--- src/rtl/fetch_stage_if.sv ---
// fetch_stage_if: bundle of the IF-stage signals.
//   master modport : the surroundings (hazard unit, EX redirect, instruction
//                    memory) that drive stall/branch/inst and observe outputs.
//   slave modport  : the fetch stage itself.
// Signals:
//   stall, branch_taken, branch_target[31:0], inst[31:0]   -> into the stage
//   pc[31:0], id_pc[31:0], id_pc4[31:0], id_inst[31:0],
//   id_valid, misaligned_err, fetch_count[31:0]            <- out of the stage
interface fetch_stage_if;
  logic        stall;
  logic        branch_taken;
  logic [31:0] branch_target;
  logic [31:0] inst;
  logic [31:0] pc;
  logic [31:0] id_pc;
  logic [31:0] id_pc4;
  logic [31:0] id_inst;
  logic        id_valid;
  logic        misaligned_err;
  logic [31:0] fetch_count;

  modport master (
    output stall, branch_taken, branch_target, inst,
    input  pc, id_pc, id_pc4, id_inst, id_valid, misaligned_err, fetch_count
  );

  modport slave (
    input  stall, branch_taken, branch_target, inst,
    output pc, id_pc, id_pc4, id_inst, id_valid, misaligned_err, fetch_count
  );
endinterface

--- src/rtl/fetch_stage.sv ---
// fetch_stage: instruction-fetch stage of the RISC-V pipeline.
// Owns the program counter, presents it to instruction memory (which answers
// combinationally with inst), and captures {pc, inst} into the IF/ID register.
// Ports:
//   clk   : rising-edge clock
//   rst_n : asynchronous active-low reset
//   bus   : fetch_stage_if.slave (stall, redirect, inst in; pc and IF/ID out)
// Update priority on each edge: redirect > stall > sequential fetch.
module fetch_stage #(
  parameter logic [31:0] RESET_PC = 32'h0000_0000,
  parameter logic [31:0] NOP_INST = 32'h0000_0013
) (
  input  logic        clk,
  input  logic        rst_n,
  fetch_stage_if.slave bus
);

  logic [31:0] pc_reg;
  logic [31:0] id_pc_reg;
  logic [31:0] id_pc4_reg;
  logic [31:0] id_inst_reg;
  logic        id_valid_reg;
  logic        misaligned_err_reg;
  logic [31:0] fetch_count_reg;

  logic [31:0] pc_plus4;
  assign pc_plus4 = pc_reg + 32'd4;

  always_ff @(posedge clk or negedge rst_n) begin
    if (!rst_n) begin
      pc_reg             <= RESET_PC;
      id_pc_reg          <= 32'd0;
      id_pc4_reg         <= 32'd0;
      id_inst_reg        <= NOP_INST;
      id_valid_reg       <= 1'b0;
      misaligned_err_reg <= 1'b0;
      fetch_count_reg    <= 32'd0;
    end else begin
      // Error flag is a pulse: cleared on every edge unless re-raised below.
      misaligned_err_reg <= 1'b0;
      if (bus.branch_taken) begin
        // Low address bits are dropped so pc stays word aligned; the
        // wrong-path instruction currently in IF is squashed to a bubble.
        pc_reg             <= {bus.branch_target[31:2], 2'b00};
        id_pc_reg          <= 32'd0;
        id_pc4_reg         <= 32'd0;
        id_inst_reg        <= NOP_INST;
        id_valid_reg       <= 1'b0;
        misaligned_err_reg <= (bus.branch_target[1:0] != 2'b00);
      end else if (!bus.stall) begin
        pc_reg          <= pc_plus4;
        id_pc_reg       <= pc_reg;
        id_pc4_reg      <= pc_plus4;
        id_inst_reg     <= bus.inst;
        id_valid_reg    <= 1'b1;
        fetch_count_reg <= fetch_count_reg + 32'd1;
      end
    end
  end

  assign bus.pc             = pc_reg;
  assign bus.id_pc          = id_pc_reg;
  assign bus.id_pc4         = id_pc4_reg;
  assign bus.id_inst        = id_inst_reg;
  assign bus.id_valid       = id_valid_reg;
  assign bus.misaligned_err = misaligned_err_reg;
  assign bus.fetch_count    = fetch_count_reg;

endmodule

--- src/flat_wrapper.sv ---
// flat-port wrapper written by rule: the top's interface ports become plain ports
module fetch_stage_flat 
#(
  parameter logic [31:0] RESET_PC = 32'h0000_0000,
  parameter logic [31:0] NOP_INST = 32'h0000_0013
)
  (clk, rst_n, bus_stall, bus_branch_taken, bus_branch_target, bus_inst, bus_pc, bus_id_pc, bus_id_pc4, bus_id_inst, bus_id_valid, bus_misaligned_err, bus_fetch_count);
  fetch_stage_if bus_i ();
  input  logic clk;
  input  logic rst_n;
  input wire logic [$bits(bus_i.stall)-1:0] bus_stall;
  input wire logic [$bits(bus_i.branch_taken)-1:0] bus_branch_taken;
  input wire logic [$bits(bus_i.branch_target)-1:0] bus_branch_target;
  input wire logic [$bits(bus_i.inst)-1:0] bus_inst;
  output wire logic [$bits(bus_i.pc)-1:0] bus_pc;
  output wire logic [$bits(bus_i.id_pc)-1:0] bus_id_pc;
  output wire logic [$bits(bus_i.id_pc4)-1:0] bus_id_pc4;
  output wire logic [$bits(bus_i.id_inst)-1:0] bus_id_inst;
  output wire logic [$bits(bus_i.id_valid)-1:0] bus_id_valid;
  output wire logic [$bits(bus_i.misaligned_err)-1:0] bus_misaligned_err;
  output wire logic [$bits(bus_i.fetch_count)-1:0] bus_fetch_count;
  assign bus_i.stall = bus_stall;
  assign bus_i.branch_taken = bus_branch_taken;
  assign bus_i.branch_target = bus_branch_target;
  assign bus_i.inst = bus_inst;
  assign bus_pc = bus_i.pc;
  assign bus_id_pc = bus_i.id_pc;
  assign bus_id_pc4 = bus_i.id_pc4;
  assign bus_id_inst = bus_i.id_inst;
  assign bus_id_valid = bus_i.id_valid;
  assign bus_misaligned_err = bus_i.misaligned_err;
  assign bus_fetch_count = bus_i.fetch_count;
  fetch_stage #(.RESET_PC(RESET_PC), .NOP_INST(NOP_INST)) u_core (.clk(clk), .rst_n(rst_n), .bus(bus_i));
endmodule
--- config.mk ---
export PLATFORM = sky130hd
export DESIGN_NAME = fetch_stage_flat
export DESIGN_NICKNAME = d
export VERILOG_FILES = /design/src/rtl/fetch_stage_if.sv /design/src/rtl/fetch_stage.sv /design/src/flat_wrapper.sv
export SDC_FILE = /design/constraint.sdc
export NUM_CORES = 1
export LEC_CHECK = 0
export BUFFER_PORTS_ARGS = -buffer_cell sky130_fd_sc_hd__buf_2
export CAP_MARGIN = 25
export CORE_UTILIZATION = 49
export CTS_BUF_LIST = sky130_fd_sc_hd__clkbuf_2 sky130_fd_sc_hd__clkbuf_4 sky130_fd_sc_hd__clkbuf_8
export CTS_CLUSTER_DIAMETER = 120
export DETAILED_ROUTE_END_ITERATION = 6
export GPL_TIMING_DRIVEN = 1
export PLACE_DENSITY = 0.82
export SETUP_SLACK_MARGIN = 0.4
export SYNTH_ARGS = -nofsm -noshare
export SYNTH_HDL_FRONTEND = slang
export SYNTH_SLANG_ARGS = --single-unit
--- constraint.sdc ---
create_clock -name clk -period 6.5 [get_ports clk]
set_clock_uncertainty 0.15 [all_clocks]
set_input_delay 0.65 -clock clk [delete_from_list [all_inputs] [get_ports clk]]
set_output_delay 0.65 -clock clk [all_outputs]
set_load 0.02 [all_outputs]
==> metrics.txt <==
Area growth, synth to finish 20.10%; # nets final 990; unrepaired setup endpoints after global routing no; io pins 230; CP delay by family, top simple AND/OR/NAND/NOR gates; final worst path period share 44.35%; ANT nets after route 0; Yosys warning total 0; internal cell power 1550 uW; RePlAce Congestion 0.8219; clk slew on worst S/H paths 0.08 ns; Tightest Hold Check Type in2async; input/output buffers 227; DR pass1 iterations 7; PwrDens 248.8 nW/um^2; worst reg2reg startpoint u_core.bus.pc[10]; chip width 125.8 um; most frequent cell after synthesis dfrtp_1; status completed; Clock Tree Buf Depth 2; share of layout cells above drive strength 1 29.37%; CP max FO 23; post_cts resized 0; WP buf/inv 0; Fin Setup TNS 0 ns; Reg power frac 50.9%; initial antenna violation count 3; adder-cell share of the synthesized area 0.3334%; vias in the first global route 5797; Initial Util 50.87%; H-Tree Depth 4; Clock Sink Count 157; DR DRC count 0; Leak 0.004393 uW; Switching Share 30.92%; synthesized area per cell 10.25 um^2; simple-gate share of the synthesized area 19.97%; Clock Power Share 31.2%; Rel. slew slack 36.53%; leading area contributor after synthesis dfrtp_1; post-synthesis mux area share 8.151%; Tot GR Track Use 24.72%; mean number of vias per cell 5.622; drt wl/cell 16.81 um; Cell Area, Synth 7506 um^2; setup ws final 3.617 ns; Reg2Reg Setup Slack 3.62 ns; Post-Route WL 18810 um; cell chain of the critical path and4_1 > nand4_1 > or4_1 > a311oi_1; Syn Inst Count 732; Vias 6291; Fin. Hold Viols 0; die area 15820 um^2; Crit Path Class reg2reg; post-synth top area share 51.34%; die height 125.8 um; max incr delay on CP 0.75 ns; first-pass GRT wire length 30630 um; pre-CTS setup slack 3.452 ns; CTS tree done; fin util 61.10%; RR Endpoint u_core.bus.id_pc4[30]; NetSw 693.6 uW; core region area 14750 um^2; Root Buffer clkbuf_8; register area share after synthesis 52.39%; combinational family with the most area after synthesis simple AND/OR/NAND/NOR gates; complex-gate fraction of the synthesized area 8.718%; Setup-failing EPs final 0; Commonest cells post-synth 154 x dfrtp_1, 107 x nor2_1, 60 x mux2i_1, 52 x nand2_1, 40 x xnor2_1; largest cells by area after synthesis dfrtp_1 51%, mux2i_1 8.0%, nor2_1 5.4%, xnor2_1 4.7%, nand2_1 2.6%; Post-CTS Setup Bufs 0; flops & latches, synth 157; worst r2r path cells 4; Hold Buf Count CTS 0; post-synthesis xor/xnor area fraction 6.418%; initial DRC count 359; async set or reset register ratio after synthesis 100.0%; Tmin final 2.883 ns; Critical Path Start Type flip-flop; largest net degree at the start of global routing 93; maximum vdd drop 0.0002936 V; combinational fraction of design power 17.9%; Fill cells 1280; Worst-Skew Late Latency 0.46 ns; Synth Flop Type dfrtp_1; post-synthesis cell type count 50; TritonCTS Buffers 17; Max Clock Freq 346.9 MHz; max-slew violation count 0; Row Count 44; Crit. End Element flip-flop; maximum capacitance violations 0; Post-synth EDFFs 0; DP HPWL 12860 um; CP max-delay cell or4_1; required time of the critical path 6.71 ns; Arr. time, crit path 3.09 ns; grt ovf 0; worst slew pin tran 0.9461 ns
[cells by family (layout without fill, tap and decap cells)]
family                   count (synthesis)  in the layout
other                                    1              4
flip-flops                             157            157
buffers and inverters                   67            267
AND/OR/NAND/NOR                        293            293
multiplexers                            61             61
AO/OA/AOI/OAI                           96             96
XOR/XNOR                                55             55
adder cells (fa/ha/maj)                  2              2
[layout by cell type (no fill, tap or decap), types with 3 or more instances in the layout]
master    synthesis  final
buf_2            21    224
dfrtp_1         154    154
nor2_1          107    107
mux2i_1          60     60
nand2_1          52     52
xnor2_1          40     40
nand3_1          30     30
o21ai_0          24     24
nand4_1          21     21
or4_1            20     20
clkbuf_8          0     20
o31ai_1          16     16
xor2_1           15     15
a311oi_1         14     14
or3_1            12     12
a31oi_1          12     12
a21oi_1           9      9
and4_1            8      8
nor4_1            8      8
nor3_1            8      8
a211oi_1          8      8
buf_4             5      6
and3_1            5      5
nand2b_1          5      5
clkbuf_4          0      5
clkinv_2          0      5
nor4_2            3      3
o31a_1            3      3
nor2b_1           3      3
o41ai_1           3      3
or4b_1            3      3
dfstp_2           3      3
[worst max path at each step]
stage	startpoint	to	cells past startpoint
2_1_floorplan	bus_stall	u_core.bus.fetch_count[28]	6
3_3_place_gp	bus_branch_taken	u_core.bus.id_pc4[29]	4
3_5_place_dp	bus_branch_taken	u_core.bus.id_pc4[29]	4
4_1_cts	u_core.bus.pc[2]	u_core.bus.id_pc4[22]	5
5_1_grt	u_core.bus.pc[10]	u_core.bus.id_pc4[28]	4
6_report	u_core.bus.pc[10]	u_core.bus.id_pc4[30]	4
[routing by layer]
metal | vias up | GRT usage [%] | wire [um] | share of wire [%]
li1 | 2984 | - | - | -
met1 | 3025 | 34.48 | 8529 | 45
met2 | 251 | 37.45 | 8694 | 46
met3 | 29 | 6.202 | 1222 | 6.5
met4 | 2 | 9.001 | 352 | 1.9
met5 | - | 0 | 13 | 0.069
[power groups by stage]
stage / clock, uW / sequential [uW] / combinational, uW
floorplan: 0 / 1220 / 176
global placement: 0 / 1160 / 397
detailed placement: 0 / 1160 / 405
CTS: 717 / 1140 / 405
global route: 764 / 1150 / 441
finish: 701 / 1140 / 401
[final cells by class]
class / instances / area (um^2) / area share [%]
Antenna cell: 2 / 5.005 / 0.05552
Clock buffer: 25 / 312.8 / 3.470
Clock inverter: 7 / 62.56 / 0.6940
Inverter: 4 / 15.01 / 0.1666
Multi-Input combinational cell: 509 / 3279 / 36.38
Sequential cell: 157 / 3933 / 43.62
Tap cell: 184 / 230.2 / 2.554
Timing Repair Buffer: 231 / 1177 / 13.06
[per-stage QoR]
step	area (um^2)	instances	power, uW	hold WS, ns
final	9015	1119	2243	0.08938
after detailed placement	8635	1085	1563	0.3120
after global placement	8635	1085	1552	0.3068
after global routing	9015	1119	2359	0.1607
after floorplan	7510	733	1399	0.2044
after CTS	9010	1117	2262	0.1164
No activity file was read; power rests on OpenSTA's default activity.
